File: config.mk
export PLATFORM = sky130hd
export DESIGN_NAME = idu_stage
export DESIGN_NICKNAME = d
export VERILOG_FILES = /design/src/rtl/idu_stage.sv
export SDC_FILE = /design/constraint.sdc
export NUM_CORES = 1
export LEC_CHECK = 0
export CAP_MARGIN = 20
export CORE_AREA = 2 2 255 257
export DETAILED_ROUTE_END_ITERATION = 8
export DIE_AREA = 0 0 257 259
export PLACE_DENSITY_LB_ADDON = 0.2
export SYNTH_ARGS = -nofsm -noshare
export SYNTH_HDL_FRONTEND = slang
export SYNTH_SLANG_ARGS = --single-unit
File: constraint.sdc
create_clock -name clk -period 11.15 [get_ports clk]
set_clock_uncertainty 0.1 [all_clocks]
set_input_delay 2.7875 -clock clk [delete_from_list [all_inputs] [get_ports clk]]
set_output_delay 2.7875 -clock clk [all_outputs]
set_load 0.05 [all_outputs]
File: src/rtl/idu_stage.sv
// idu_stage: registered RV32I/RV64I decoder feeding a DEPTH-entry bundle FIFO.
// Optional macro IDU_MEXT_EN adds M-extension decode (aluop 16..28).
module idu_stage #(
  parameter int INST_WIDTH = 32,
  parameter int XLEN       = 64,
  parameter int RF_SIZE    = 5,
  parameter int DEPTH      = 2
) (
  input  logic                   clk,
  input  logic                   rst_n,
  input  logic                   in_valid_i,
  output logic                   in_ready_o,
  input  logic [INST_WIDTH-1:0]  inst_i,
  input  logic [XLEN-1:0]        pc_i,
  input  logic                   flush_i,
  output logic                   out_valid_o,
  input  logic                   out_ready_i,
  output logic [XLEN-1:0]        out_pc_o,
  output logic [4:0]             out_enable_o,
  output logic [4:0]             out_aluop_o,
  output logic [2:0]             out_specinst_o,
  output logic [3*RF_SIZE-1:0]   out_regi_o,
  output logic [2:0]             out_detail_o,
  output logic [XLEN-1:0]        out_imm_o,
  output logic [2:0]             out_exc_o
);

  localparam int AW = (DEPTH > 1) ? $clog2(DEPTH) : 1;
  localparam bit RV64 = (XLEN == 64);
  localparam logic [AW:0] FULL = (AW+1)'(DEPTH);

  localparam logic [4:0] ALU_ADD   = 5'd0;
  localparam logic [4:0] ALU_SUB   = 5'd1;
  localparam logic [4:0] ALU_OR    = 5'd2;
  localparam logic [4:0] ALU_AND   = 5'd3;
  localparam logic [4:0] ALU_XOR   = 5'd4;
  localparam logic [4:0] ALU_SLL   = 5'd5;
  localparam logic [4:0] ALU_SRL   = 5'd6;
  localparam logic [4:0] ALU_SRA   = 5'd7;
  localparam logic [4:0] ALU_SLT   = 5'd8;
  localparam logic [4:0] ALU_SLTU  = 5'd9;
  localparam logic [4:0] ALU_COPYB = 5'd10;
  localparam logic [4:0] ALU_ADDW  = 5'd11;
  localparam logic [4:0] ALU_SUBW  = 5'd12;
  localparam logic [4:0] ALU_SLLW  = 5'd13;
  localparam logic [4:0] ALU_SRLW  = 5'd14;
  localparam logic [4:0] ALU_SRAW  = 5'd15;

  localparam logic [2:0] SP_BR    = 3'd0;
  localparam logic [2:0] SP_JAL   = 3'd1;
  localparam logic [2:0] SP_JALR  = 3'd2;
  localparam logic [2:0] SP_AUIPC = 3'd3;
  localparam logic [2:0] SP_LUI   = 3'd4;

  // {MWRITE,MREAD,RS2,RS1,RD}
  localparam logic [4:0] EN_RD = 5'b00001;
  localparam logic [4:0] EN_I  = 5'b00011;
  localparam logic [4:0] EN_R  = 5'b00111;
  localparam logic [4:0] EN_B  = 5'b00110;
  localparam logic [4:0] EN_S  = 5'b10110;
  localparam logic [4:0] EN_L  = 5'b01011;

  typedef struct packed {
    logic [XLEN-1:0]      pc;
    logic [4:0]           en;
    logic [4:0]           alu;
    logic [2:0]           spec;
    logic [3*RF_SIZE-1:0] regi;
    logic [2:0]           f3;
    logic [XLEN-1:0]      imm;
    logic [2:0]           exc;
  } id_ex_t;

  function automatic logic [4:0] alu_f3(
    input logic [2:0] f,
    input logic       alt
  );
    logic [4:0] r;
    case (f)
      3'b000:  r = alt ? ALU_SUB : ALU_ADD;
      3'b001:  r = ALU_SLL;
      3'b010:  r = ALU_SLT;
      3'b011:  r = ALU_SLTU;
      3'b100:  r = ALU_XOR;
      3'b101:  r = alt ? ALU_SRA : ALU_SRL;
      3'b110:  r = ALU_OR;
      default: r = ALU_AND;
    endcase
    return r;
  endfunction

  logic [31:0] ins;
  logic [6:0]  opc;
  logic [2:0]  f3;
  logic [6:0]  f7;
  assign ins = inst_i[31:0];
  assign opc = ins[6:0];
  assign f3  = ins[14:12];
  assign f7  = ins[31:25];

  logic [XLEN-1:0] imm_i, imm_s, imm_b, imm_u, imm_j;
  logic [XLEN-1:0] shamt, shamt5;
  assign imm_i  = XLEN'($signed(ins[31:20]));
  assign imm_s  = XLEN'($signed({ins[31:25], ins[11:7]}));
  assign imm_b  = XLEN'($signed({ins[31], ins[7], ins[30:25],
                                 ins[11:8], 1'b0}));
  assign imm_u  = XLEN'($signed({ins[31:12], 12'b0}));
  assign imm_j  = XLEN'($signed({ins[31], ins[19:12], ins[20],
                                 ins[30:21], 1'b0}));
  assign shamt  = RV64 ? XLEN'(ins[25:20]) : XLEN'(ins[24:20]);
  assign shamt5 = XLEN'(ins[24:20]);

  logic is_lui, is_auipc, is_jal, is_jalr, is_br, is_ld, is_st;
  logic is_opi, is_opi32, is_op, is_op32, is_fence, is_sys;
  assign is_lui   = (opc == 7'h37);
  assign is_auipc = (opc == 7'h17);
  assign is_jal   = (opc == 7'h6f);
  assign is_jalr  = (opc == 7'h67);
  assign is_br    = (opc == 7'h63);
  assign is_ld    = (opc == 7'h03);
  assign is_st    = (opc == 7'h23);
  assign is_opi   = (opc == 7'h13);
  assign is_opi32 = (opc == 7'h1b);
  assign is_op    = (opc == 7'h33);
  assign is_op32  = (opc == 7'h3b);
  assign is_fence = (opc == 7'h0f);
  assign is_sys   = (opc == 7'h73);

  logic [4:0]      en, alu;
  logic [2:0]      spec;
  logic [XLEN-1:0] imm;
  logic            ill, ecall, ebreak;

  always_comb begin
    en     = '0;
    alu    = ALU_ADD;
    spec   = SP_BR;
    imm    = '0;
    ill    = 1'b0;
    ecall  = 1'b0;
    ebreak = 1'b0;
    unique case (1'b1)
      is_lui: begin
        en = EN_RD; alu = ALU_COPYB;
        spec = SP_LUI; imm = imm_u;
      end
      is_auipc: begin
        en = EN_RD; spec = SP_AUIPC; imm = imm_u;
      end
      is_jal: begin
        en = EN_RD; spec = SP_JAL; imm = imm_j;
      end
      is_jalr: begin
        en = EN_I; spec = SP_JALR; imm = imm_i;
      end
      is_br: begin
        en  = EN_B;
        imm = imm_b;
        alu = f3[2] ? (f3[1] ? ALU_SLTU : ALU_SLT) : ALU_SUB;
        if (f3 == 3'b010 || f3 == 3'b011) ill = 1'b1;
      end
      is_ld: begin
        en = EN_L; imm = imm_i;
        if (f3 == 3'b111) ill = 1'b1;
        if (!RV64 && (f3 == 3'b011 || f3 == 3'b110)) ill = 1'b1;
      end
      is_st: begin
        en = EN_S; imm = imm_s;
        if (f3[2]) ill = 1'b1;
        if (!RV64 && f3 == 3'b011) ill = 1'b1;
      end
      is_opi: begin
        en  = EN_I;
        alu = alu_f3(f3, (f3 == 3'b101) && ins[30]);
        imm = imm_i;
        if (f3 == 3'b001 || f3 == 3'b101) begin
          imm = shamt;
          if (!RV64 && ins[25]) ill = 1'b1;
        end
      end
      is_opi32: begin
        en  = EN_I;
        ill = !RV64;
        unique case (f3)
          3'b000: begin alu = ALU_ADDW; imm = imm_i; end
          3'b001: begin alu = ALU_SLLW; imm = shamt5; end
          3'b101: begin
            alu = ins[30] ? ALU_SRAW : ALU_SRLW;
            imm = shamt5;
          end
          default: ill = 1'b1;
        endcase
      end
      is_op: begin
        en = EN_R;
        unique case (f7)
          7'b0000000: alu = alu_f3(f3, 1'b0);
          7'b0100000: begin
            alu = alu_f3(f3, 1'b1);
            if (f3 != 3'b000 && f3 != 3'b101) ill = 1'b1;
          end
`ifdef IDU_MEXT_EN
          7'b0000001: alu = 5'd16 + {2'b00, f3};
`endif
          default: ill = 1'b1;
        endcase
      end
      is_op32: begin
        en  = EN_R;
        ill = !RV64;
        unique case (f7)
          7'b0000000: begin
            unique case (f3)
              3'b000:  alu = ALU_ADDW;
              3'b001:  alu = ALU_SLLW;
              3'b101:  alu = ALU_SRLW;
              default: ill = 1'b1;
            endcase
          end
          7'b0100000: begin
            unique case (f3)
              3'b000:  alu = ALU_SUBW;
              3'b101:  alu = ALU_SRAW;
              default: ill = 1'b1;
            endcase
          end
`ifdef IDU_MEXT_EN
          7'b0000001: begin
            unique case (f3)
              3'b000:  alu = 5'd24;
              3'b100:  alu = 5'd25;
              3'b101:  alu = 5'd26;
              3'b110:  alu = 5'd27;
              3'b111:  alu = 5'd28;
              default: ill = 1'b1;
            endcase
          end
`endif
          default: ill = 1'b1;
        endcase
      end
      is_fence: en = '0;
      is_sys: begin
        ill    = (f3 != 3'b000) || (ins[31:21] != '0);
        ecall  = !ill && !ins[20];
        ebreak = !ill && ins[20];
      end
      default: ill = 1'b1;
    endcase
  end

  id_ex_t dec;
  always_comb begin
    dec      = '0;
    dec.pc   = pc_i;
    dec.en   = ill ? 5'b0 : en;
    dec.alu  = alu;
    dec.spec = spec;
    dec.regi = {RF_SIZE'(ins[24:20]), RF_SIZE'(ins[19:15]),
                RF_SIZE'(ins[11:7])};
    dec.f3   = f3;
    dec.imm  = imm;
    dec.exc  = ill ? 3'b100 : {1'b0, ebreak, ecall};
  end

  id_ex_t          mem [DEPTH];
  id_ex_t          hold_q;
  id_ex_t          head;
  logic [AW-1:0]   wr_ptr, rd_ptr;
  logic [AW:0]     count;
  logic            push, pop;

  assign in_ready_o  = (count != FULL);
  assign out_valid_o = (count != '0);
  assign push        = in_valid_i && in_ready_o;
  assign pop         = out_valid_o && out_ready_i;

  // hold_q keeps the last head so payloads stay stable while empty
  always_ff @(posedge clk) begin
    if (!rst_n) begin
      count  <= '0;
      wr_ptr <= '0;
      rd_ptr <= '0;
      hold_q <= '0;
      for (int i = 0; i < DEPTH; i++) mem[i] <= '0;
    end else if (flush_i) begin
      count  <= '0;
      wr_ptr <= '0;
      rd_ptr <= '0;
      if (out_valid_o) hold_q <= mem[rd_ptr];
    end else begin
      if (push) begin
        mem[wr_ptr] <= dec;
        wr_ptr      <= wr_ptr + AW'(1);
      end
      if (pop) begin
        hold_q <= mem[rd_ptr];
        rd_ptr <= rd_ptr + AW'(1);
      end
      if (push && !pop) count <= count + (AW+1)'(1);
      else if (pop && !push) count <= count - (AW+1)'(1);
    end
  end

  assign head           = out_valid_o ? mem[rd_ptr] : hold_q;
  assign out_pc_o       = head.pc;
  assign out_enable_o   = head.en;
  assign out_aluop_o    = head.alu;
  assign out_specinst_o = head.spec;
  assign out_regi_o     = head.regi;
  assign out_detail_o   = head.f3;
  assign out_imm_o      = head.imm;
  assign out_exc_o      = head.exc;

endmodule

==> flow_summary_export.csv <==
group,metric,value,unit
synthesis,avgSynthCellArea,10.8,µm²
sta,fin_crit_sh,65.7,%
final_layout,fillers,6224,
sta,setup_tns,0,ns
setup_path,startpoint_type,"flip-flop",
floorplan,ios,265,
placed_design,place_ws,4.45,ns
clocking,cts_root_buf,"clkbuf_16",
pwr,power.switching,1.54,mW
synthesis,ys_seq_area_share,58.3,%
sta,max-slew-margin-rel,34.8,%
drt,viasPerCell,4.81,
pwr,irDropWorstVdd,0.125,mV
setup_path,ff2ff_setup_slack,7.66,ns
floorplan,rows,93,
placed_design,dp.cells,2748,
setup_path,startpoint,"count[0]",
grt,grt_usage,15.9,%
drt,vias,13700,
pwr,p_leak,9.87,nW
pwr,clockPowerShare,34.7,%
grt,grt_pass1_wl,81700,µm
sta,hold_violations,0,
placed_design,hpwlAfterDp,34500,µm
drt,drc,0,
drt,drtAntennaViolNets,0,
floorplan,die_h,259,µm
pwr,pwr-share-comb,26.3,%
synthesis,synth-main-ff-cell,"edfxtp_1",
clocking,clk_latency,0.60,ns
synthesis,synth_warnings,0,
setup_path,reg2reg_depth,7,
synthesis,syn_area,0.0190,mm²
clocking,h-tree-depth,2,
sta,fmax,136,MHz
final_layout,stdcell_area,0.0240,mm²
sta,hold_slack,0.335,ns
synthesis,synthCells,1757,
drt,drt-pass1-iter-count,5,
pwr,intPower,3.16,mW
grt,antenna_found_initial,6,
grt,grt.overflow.total,0,
final_layout,nets,2050,
floorplan,die_width,257,µm
final_layout,final_cells,2847,
setup_path,worst-path-max-fanout,87,
floorplan,core-area,0.0639,mm²
drt,wl,54400,µm
setup_path,rr_startpoint,"count[0]",
clocking,cts_tree,"built",
final_layout,drive_gt1_share,5.93,%
sta,rsz0062_at_grt,"false",
clocking,clk_path_buf_depth,3,
sta,worst_slack,3.82,ns
flow_run,maxCapViolCount,0,
floorplan,start_util,29.8,%
setup_path,crit_arrival,4.44,ns
final_layout,final_cell_mix,"265 x nor2_1, 263 x clkdlybuf4s50_1, 258 x edfxtp_1",
grt,grt_start_max_net_pins,111,
setup_path,critPathRequiredTime,8.26,ns
pwr,pwr-share-seq,39.0,%
worst_hold_path,hold_class,"reg2reg",
pwr,p_sw_share,32.7,%
clocking,cts_resized,0,
clocking,cts-buffers-inserted,51,
setup_path,endpoint,"out_enable_o[0]",
synthesis,syn-num-nets,1859,
sta,post-route-min-period,7.33,ns
clocking,clkSinkCount,425,
placed_design,place_congestion,0.789,
setup_path,cp-end-kind,"output pin",
sta,worst_pin_slew,0.978,ns
synthesis,synth_edf_count,258,
synthesis,synth_cell_types,65,
placed_design,io_buffers,264,
final_layout,area.growth.synth_to_final,26.3,%
clocking,ctsHoldBuffers,0,
run_status,status,"complete, no violations",
drt,drt-initial-drc-count,888,
synthesis,synth-seq-cells,425,
synthesis,async_flop_share,0,%
setup_path,worstSetupPathType,"reg2out",
setup_path,reg2reg_to,"hold_q[25]",
pwr,p_per_area,196,mW/mm²
final_layout,layout_commonest_cell,"nor2_1",
sta,setup_viol,0,
placed_design,post_dp_cell_area,0.0223,mm²
drt,wl_per_cell,19.1,µm
sta,slew_viol_final,0,
floorplan,dieArea,0.0666,mm²
clocking,clk_pin_slew,0.05,ns
grt,grt_pass1_vias,13200,
clocking,postCtsSetupRepairBufs,0,
power by group through the flow:
stage          sequential, mW  combinational (mW)  clock (mW)
2_1_floorplan            1.86               0.838           0
3_3_place_gp             1.86                1.24           0
3_5_place_dp             1.86                1.25           0
4_1_cts                  1.83                1.25        1.68
5_1_grt                  1.84                1.32        1.75
6_report                 1.83                1.24        1.63
worst min-delay path by stage:
stage,endpoint,startpoint,depth (start not counted)
5_1_grt,hold_q[92],hold_q[92],2
3_5_place_dp,hold_q[92],hold_q[92],2
2_1_floorplan,hold_q[92],hold_q[92],2
3_3_place_gp,hold_q[92],hold_q[92],2
6_report,hold_q[92],hold_q[92],2
4_1_cts,hold_q[92],hold_q[92],2
per-stage QoR:
stage          power [mW]  utilization, %
2_1_floorplan        2.69               -
3_3_place_gp         3.10            34.9
3_5_place_dp         3.11            35.0
4_1_cts              4.77            37.5
5_1_grt              4.91            37.6
6_report             4.70            37.6
final cells by class:
cell class,count,area [µm²],share of cell area [%]
Inverter,9,33.8,0.141
Clock inverter,15,165,0.687
Timing Repair Buffer,283,2880,12.0
Antenna cell,1,2.50,0.0104
Tap cell,855,1070,4.45
Clock buffer,81,1480,6.16
Multi-Input combinational cell,1178,7320,30.4
Sequential cell,425,11100,46.2
sequential cells by signal, summed over array words and instances (netlist names), named ones only:
| name | count |
|---|---|
| count | 2 |
| hold_q | 162 |
| mem | 258 |
| rd_ptr | 1 |
| wr_ptr | 1 |
synthesized netlist by cell type (5+ instances only):
master      n  share of area, %
nor2_1    265               5.2
edfxtp_1  258                41
dfxtp_1   167                18
and2_1    162               5.3
nand2_1   154               3.0
a21oi_1   151               4.0
clkbuf_1  129               2.5
mux2i_1   129               6.8
o211a_1   128               6.7
o21a_1     35               1.4
a21o_1     16              0.63
and3_1     16              0.53
o21ai_0    14              0.37
nor3_1     10              0.26
inv_1       9              0.18
nand2b_1    7              0.23
nand3_1     7              0.18
a211oi_1    6              0.24
or2_2       6              0.20
buf_6       5              0.30
xor2_1      5              0.23
critical path: stages (launching register included):
cell and delay (ns):
dfxtp_1 0.39, or2_4 0.48, buf_4 0.68, buf_4 0.77, nor2_1 0.16, a21oi_1 0.42, clkdlybuf4s50_1 0.89
layer usage:
metal / vias to the layer above / routed length [µm] / GRT usage, %
met5: - / 51 / 0
met4: 8 / 1210 / 4.46
met3: 82 / 2540 / 3.33
met2: 292 / 25400 / 25.8
li1: 6610 / - / -
met1: 6702 / 25100 / 21.5
cell families (layout without fill, tap and decap cells):
family | count (synthesis) | in the layout | share of synthesized area (%)
simple gates | 663 | 663 | 16.5
other cells | 0 | 1 | 0
mux | 129 | 129 | 6.79
buf+inv | 154 | 388 | 3.44
compound gates | 379 | 379 | 14.6
xor+xnor | 6 | 6 | 0.276
flops | 425 | 425 | 58.3
fa+ha+maj | 1 | 1 | 0.0657
No activity file was read; power rests on OpenSTA's default activity.
